`src/rtl/toggle_event_detector.sv`:
```
// Per-bit toggle detector: sticky rise/fall history, one-shot first-full-toggle pulse, covered-bit count.
// Optional `TOGGLE_DETECT_CLEAR_EN adds a `clear` input that re-arms all bits without touching `prev`.
module toggle_event_detector #(
   parameter int unsigned WIDTH = 34,
   parameter int unsigned CNT_W = $clog2(WIDTH + 1)
) (
   input  logic             clock,
   input  logic             reset,
   input  logic             en,
`ifdef TOGGLE_DETECT_CLEAR_EN
   input  logic             clear,
`endif
   input  logic [WIDTH-1:0] sig,
   output logic [WIDTH-1:0] toggle_valid,
   output logic [CNT_W-1:0] covered_cnt,
   output logic             all_covered
);

   logic             clr;
   logic             primed;
   logic [WIDTH-1:0] prev;
   logic [WIDTH-1:0] rise_seen;
   logic [WIDTH-1:0] fall_seen;
   logic [WIDTH-1:0] done;

   logic [WIDTH-1:0] rise;
   logic [WIDTH-1:0] fall;
   logic [WIDTH-1:0] rise_seen_n;
   logic [WIDTH-1:0] fall_seen_n;
   logic [WIDTH-1:0] newly;
   logic [WIDTH-1:0] done_n;
   logic [CNT_W-1:0] newly_cnt;

`ifdef TOGGLE_DETECT_CLEAR_EN
   assign clr = clear;
`else
   assign clr = 1'b0;
`endif

   always_comb begin
      rise        = ~prev & sig;
      fall        = prev & ~sig;
      rise_seen_n = rise_seen | rise;
      fall_seen_n = fall_seen | fall;
      newly       = rise_seen_n & fall_seen_n & ~done;
      done_n      = done | newly;
      newly_cnt   = '0;
      for (int unsigned i = 0; i < WIDTH; i++) begin
         newly_cnt = newly_cnt + CNT_W'(newly[i]);
      end
   end

   always_ff @(posedge clock) begin
      if (reset) begin
         prev         <= '0;
         primed       <= 1'b0;
         rise_seen    <= '0;
         fall_seen    <= '0;
         done         <= '0;
         toggle_valid <= '0;
         covered_cnt  <= '0;
         all_covered  <= 1'b0;
      end else if (clr) begin
         // prev is kept on purpose; the cleared primed flag discards it on the next enabled cycle
         primed       <= 1'b0;
         rise_seen    <= '0;
         fall_seen    <= '0;
         done         <= '0;
         toggle_valid <= '0;
         covered_cnt  <= '0;
         all_covered  <= 1'b0;
      end else if (!en) begin
         toggle_valid <= '0;
      end else if (!primed) begin
         prev         <= sig;
         primed       <= 1'b1;
         toggle_valid <= '0;
      end else begin
         prev         <= sig;
         rise_seen    <= rise_seen_n;
         fall_seen    <= fall_seen_n;
         done         <= done_n;
         toggle_valid <= newly;
         covered_cnt  <= covered_cnt + newly_cnt;
         all_covered  <= &done_n;
      end
   end

   a_cnt_bound: assert property (@(posedge clock) disable iff (reset)
      covered_cnt <= CNT_W'(WIDTH));

endmodule

```
`config.mk`:
```
export PLATFORM = sky130hd
export DESIGN_NAME = toggle_event_detector
export DESIGN_NICKNAME = d
export VERILOG_FILES = /design/src/rtl/toggle_event_detector.sv
export SDC_FILE = /design/constraint.sdc
export NUM_CORES = 1
export LEC_CHECK = 0
export CORE_UTILIZATION = 60
export CTS_CLUSTER_SIZE = 16
export DETAILED_ROUTE_END_ITERATION = 7
export PLACE_DENSITY = 0.84
export REMOVE_ABC_BUFFERS = 1
export SLEW_MARGIN = 10
export SYNTH_ARGS = -nofsm -noshare
export SYNTH_HDL_FRONTEND = slang
export SYNTH_SLANG_ARGS = --single-unit
```
`constraint.sdc`:
```
create_clock -name clock -period 15.4 [get_ports clock]
set_input_delay 2.31 -clock clock [delete_from_list [all_inputs] [get_ports clock]]
set_output_delay 2.31 -clock clock [all_outputs]
set_load 0.01 [all_outputs]
```
# --- Yosys cells after proc, flatten, opt, wreduce, memory -nomap -nowiden ---
# Cells that the tools add are included.
totals:
  ff_bits: 178
  latchBits: 0
  ram_bits: 0
  romBits: 0
  input_bits: 37
  output_inout_bits: 41
  word_cells: 57
  memories: 0
op_classes:
  n_addsub: 34
  mul: 0
  div: 0
  magnitude_cmp: 0
  n_eq_ne: 0
  n_shift: 0
  mux: 0
  bitwise_logic: 12
  reduce_logical: 3
op_table:
  columns: ["cell", "n"]
  rows:
  - ["adder 6 x 1 -> 6 bit", 28]
  - ["bitwise AND 34 bit", 4]
  - ["NOT 34 bit", 3]
  - ["OR 34 bit", 3]
  - ["AND reduction 34 bit", 1]
  - ["adder 5 x 1 -> 6 bit", 1]
  - ["adder 6 bit", 1]
  - ["adder 4 x 1 -> 5 bit", 1]
  - ["adder 3 x 1 -> 4 bit", 1]
  - ["adder 2 x 1 -> 3 bit", 1]
  - ["OR reduction 3 bit", 1]
  - ["adder 1 x 1 -> 2 bit", 1]
  - ["NOT 1 bit", 2]
  - ["AND reduction 2 bit", 1]

# --- Depth between registers and ports, before layout ---
depth:
  ltp_word: 39
  ltp_mapped: 23

# --- Worst setup path before layout ---
# No wires, ideal clock.
synth_path:
  path_type: "input -> register"
  startpoint: "input port sig[2]"
  endpoint: "register covered_cnt[5]"
  arrival_ns: 7.185
  setup_slack_ns: 8.101
  cell_stages: 21
  path_cell_list: "nor2b_1 o21ai_0 a21boi_0 nor2_1 fa_1 inv_1 fa_1 fa_1 inv_1 fa_1 fa_1 inv_1 fa_1 inv_1 ha_1 nor2b_1 o21ai_0 a21oi_1 or3_1 and4_1 o21ba_1"
synth_via:
  elab_chain_cells: 38
  elab_cells_between_ends: 40
synth_rtl:
  columns: ["element", "line_no", "rtl"]
  rows:
  - ["start: declaration", "13", "input logic [WIDTH-1:0] sig,"]
  - ["NOT 34 bit", "42", "fall = prev & ~sig;"]
  - ["bitwise AND 34 bit", "42", null]
  - ["OR 34 bit", "44", "fall_seen_n = fall_seen | fall;"]
  - ["bitwise AND 34 bit (*) (2 in series)", "45", "newly = rise_seen_n & fall_seen_n & ~done;"]
  - ["via newly[2]", "30", "logic [WIDTH-1:0] newly;"]
  - ["adder 2 x 1 -> 3 bit (*)", "49", "newly_cnt = newly_cnt + CNT_W'(newly[i]);"]
  - ["adder 3 x 1 -> 4 bit (*)", "49", null]
  - ["adder 4 x 1 -> 5 bit (*)", "49", null]
  - ["adder 5 x 1 -> 6 bit (*)", "49", null]
  - ["adder 6 x 1 -> 6 bit (*) (28 in series)", "49", null]
  - ["adder 6 bit (*)", "84", "covered_cnt <= covered_cnt + newly_cnt;"]
  - ["end signal: assignment", "84", null]
  - ["end: declaration", "15", "output logic [CNT_W-1:0] covered_cnt,"]
# Mark *: on every way through the listed nets, which the timed path passes. The rest lies on a longest branch.
# A chain may end at the register's enable or synchronous reset.

# --- Final worst setup path ---
# Same ends and word-level chain as after synthesis.

==> results_dict.tcl <==
set metrics [dict create \
    h-tree-depth 4 \
    numCtsBuffers 17 \
    async_flop_share_pct 0 \
    initial_utilization_pct 62.2 \
    synthTopCellsByArea "dfxtp_1 (47%), nor2_1 (8.8%), a21oi_1 (7.6%)" \
    hold_viol 0 \
    gp_congestion 0.795 \
    synth_edf_count 0 \
    clock_path_buffers 2 \
    fin_crit_sh_pct 50.4 \
    layout_setup_ws_ns 7.63 \
    ios 78 \
    worstHoldPathType "flop to flop" \
    ant_nets 0 \
    final_nets 1011 \
    fin_crit_ns 7.77 \
    fmax_ghz 0.129 \
    die_y_um 114 \
    crit_path_frequent_cell "fa_1" \
    seqPwrFrac_pct 50.9 \
    grt_pass1_vias 5417 \
    grt_pass1_wl_mm 25.0 \
    yosysTopAreaCell "dfxtp_1" \
    clk_latency_ns 0.42 \
    path_max_fanout 3 \
    dpl_worst_slack_ns 7.31 \
    die_area_sq_um 13100 \
    core_sq_um 12200 \
    clock_sinks 178 \
    rsz0062_at_grt "no" \
    root_buffer "clkbuf_16" \
    antenna_found_initial 0 \
    p_sw_share_pct 22.1 \
    crit_buf_inv 5 \
    p_per_area_nw_per_um2 105 \
    hold_buffers 0 \
    vdd_drop_max_v 0.0000922 \
    cp_cell_sequence "clkdlybuf4s50_1, nor2b_1, o21ai_0, a21boi_0, nor2_1, fa_1, inv_1, fa_1, fa_1, inv_1, fa_1, fa_1, inv_1, fa_1, inv_1, ha_1, nor2b_1, o21ai_0, a21oi_1, or3_1, and4_1, o21ba_1" \
    setup_viol 0 \
    multi_input_area_sq_um 3730 \
    clk_pin_slew_worst_paths_ns 0.06 \
    synth_top_area_share_pct 47.1 \
    viasPerCell 5.26 \
    drtIter0Drc 375 \
    crit_path_end_kind "flop" \
    combPwrFrac_pct 7.2 \
    required_ns 15.72 \
    worst_path_max_delay_cell "fa_1" \
    slowest_delay_ns 0.50 \
    dp.cells 1082 \
    rows 40 \
    syn_to_final_growth_pct 18.5 \
    critical_path_class "input port to flop" \
    fin_setup_tns_ns 0 \
    synthTopCellsByCount "dfxtp_1 (178), nor2_1 (178), a21oi_1 (115)" \
    grt_usage_pct 24.8 \
    syn_area_sq_um 7560 \
    p_leak_nw 3.65 \
    seqCellArea_sq_um 3560 \
    routed_wl_mm 15.1 \
    synthCells 869 \
    crit_family "adder cells" \
    crit_arrival_ns 8.09 \
    wire_per_inst_um 13.6 \
    num_vias 5845 \
    synthDistinctLibCells 35 \
    yosys_warnings 0 \
    rrSetupSlack_ns 9.70 \
    worst_slew_pin_slew_ns 1.14 \
    num-fill-cells 880 \
    p_sw_w 0.000208 \
    post_cts_buffers 0 \
    cts_tree "yes" \
    synth_flop_cell "dfxtp_1" \
    seq_area_frac_synth_pct 47.1 \
    io_buffers 77 \
    start_kind "input port" \
    dieWidth_um 114 \
    antenna_cells 0 \
    drc 0 \
    relSlewSlack_pct 24.0 \
    skew_ns 0.00535 \
    avgSynthCellArea_sq_um 8.70 \
    max_cap_viol_count 0 \
    p_clk_share_pct 41.9 \
    maxSlewViolCount 0 \
    p_int_w 0.000735 \
    grt_max_degree 110 \
    overflow 0 \
    final_cells 1112 \
    cts.repair.resized 0 \
    drive_gt1_share_pct 3.50 \
    dpl.hpwl_mm 10.2 \
    synth-seq-cells 178 \
    status "finished clean" \
    drt_first_pass_iters 5 \
]
## routing by layer
metal | vias to the layer above | GRT usage [%] | part of all wire, %
met5 | - | 0 | 0
met4 | 0 | 9.61 | 1.8
met3 | 25 | 6.14 | 4.6
met2 | 136 | 41.8 | 48
met1 | 2701 | 30.8 | 45
li1 | 2983 | - | -
## worst register-to-register path: cells and delay by family (launching register included)
| family | cells | cell delay (ns) |
|---|---|---|
| fa+ha+maj | 7 | 3.01 |
| compound gates | 5 | 1.14 |
| simple gates | 5 | 0.89 |
| flops | 1 | 0.34 |
| buf+inv | 4 | 0.23 |
## cell usage in the layout (no fill, tap or decap), drive strengths merged
cell type        n
nor4             4
clkinv           4
a31oi            2
a21boi           2
xnor2            3
a22oi            1
nand3            1
mux2i           34
inv             35
or3              2
o2111ai          2
and4             1
o21ai           37
nor3             4
o221ai           5
o22ai            4
clkbuf          25
bufinv           1
nand2           71
a211oi           2
nand2b          23
ha              13
nor2b           69
fa              28
buf              5
and2             8
a21oi          115
a32oi            3
nand3b           6
nor2           178
nor3b            1
dfxtp          178
o21ba            1
clkdlybuf4s50   75
a31o             1
## path summary, 6_finish.rpt
kind              depth (start not counted)              to           from
hold / removal                            2   fall_seen[32]  fall_seen[32]
setup / recovery                         22  covered_cnt[5]         sig[2]
hold reg to reg                           2   fall_seen[32]  fall_seen[32]
setup reg to reg                         21  covered_cnt[5]        prev[2]
## state kept, by name, summed over array words and instances (netlist names)
signal and count:
fall_seen 34, done 34, prev 34, rise_seen 34
covered_cnt 6, all_covered 1, toggle_valid 34, primed 1
## stage by stage
stage	hold slack [ns]	total power (W)	util, %	instance area [sq um]
finish	0.458	0.000943	73.6	8960
CTS	0.465	0.000950	73.6	8960
floorplan	0.430	0.000527	-	7420
detailed placement	0.448	0.000558	69.2	8420
global route	0.485	0.000979	73.6	8960
global placement	0.441	0.000555	69.2	8420
## logic make-up (layout without fill, tap and decap cells)
| family | count (synthesis) | after routing | share of synthesized area, % |
|---|---|---|---|
| muxes | 34 | 34 | 4.50 |
| xor gates and xnor gates | 3 | 3 | 0.348 |
| DFF | 178 | 178 | 47.1 |
| buffers and inverters | 70 | 145 | 3.62 |
| AOI/OAI and AO/OA | 175 | 175 | 12.5 |
| adders and majority gates | 41 | 41 | 9.56 |
| and+or+nand+nor | 368 | 368 | 22.4 |
## power groups by stage
stage | combinational [W] | sequential [W] | clock, W
after global routing | 0.0000778 | 0.000481 | 0.000420
after floorplan | 0.0000387 | 0.000488 | 0
final | 0.0000683 | 0.000480 | 0.000395
after detailed placement | 0.0000681 | 0.000489 | 0
after global placement | 0.0000660 | 0.000489 | 0
after CTS | 0.0000688 | 0.000480 | 0.000402
## area by class of cell
class	instances	share of cell area, %
inverters	35	1.47
flip-flops and latches	178	39.8
repair buffers	80	8.77
well taps	168	2.35
multi-input cells	621	41.6
clock buffers	25	5.42
clock inverters	5	0.601
(Power assumes the default switching activity.)
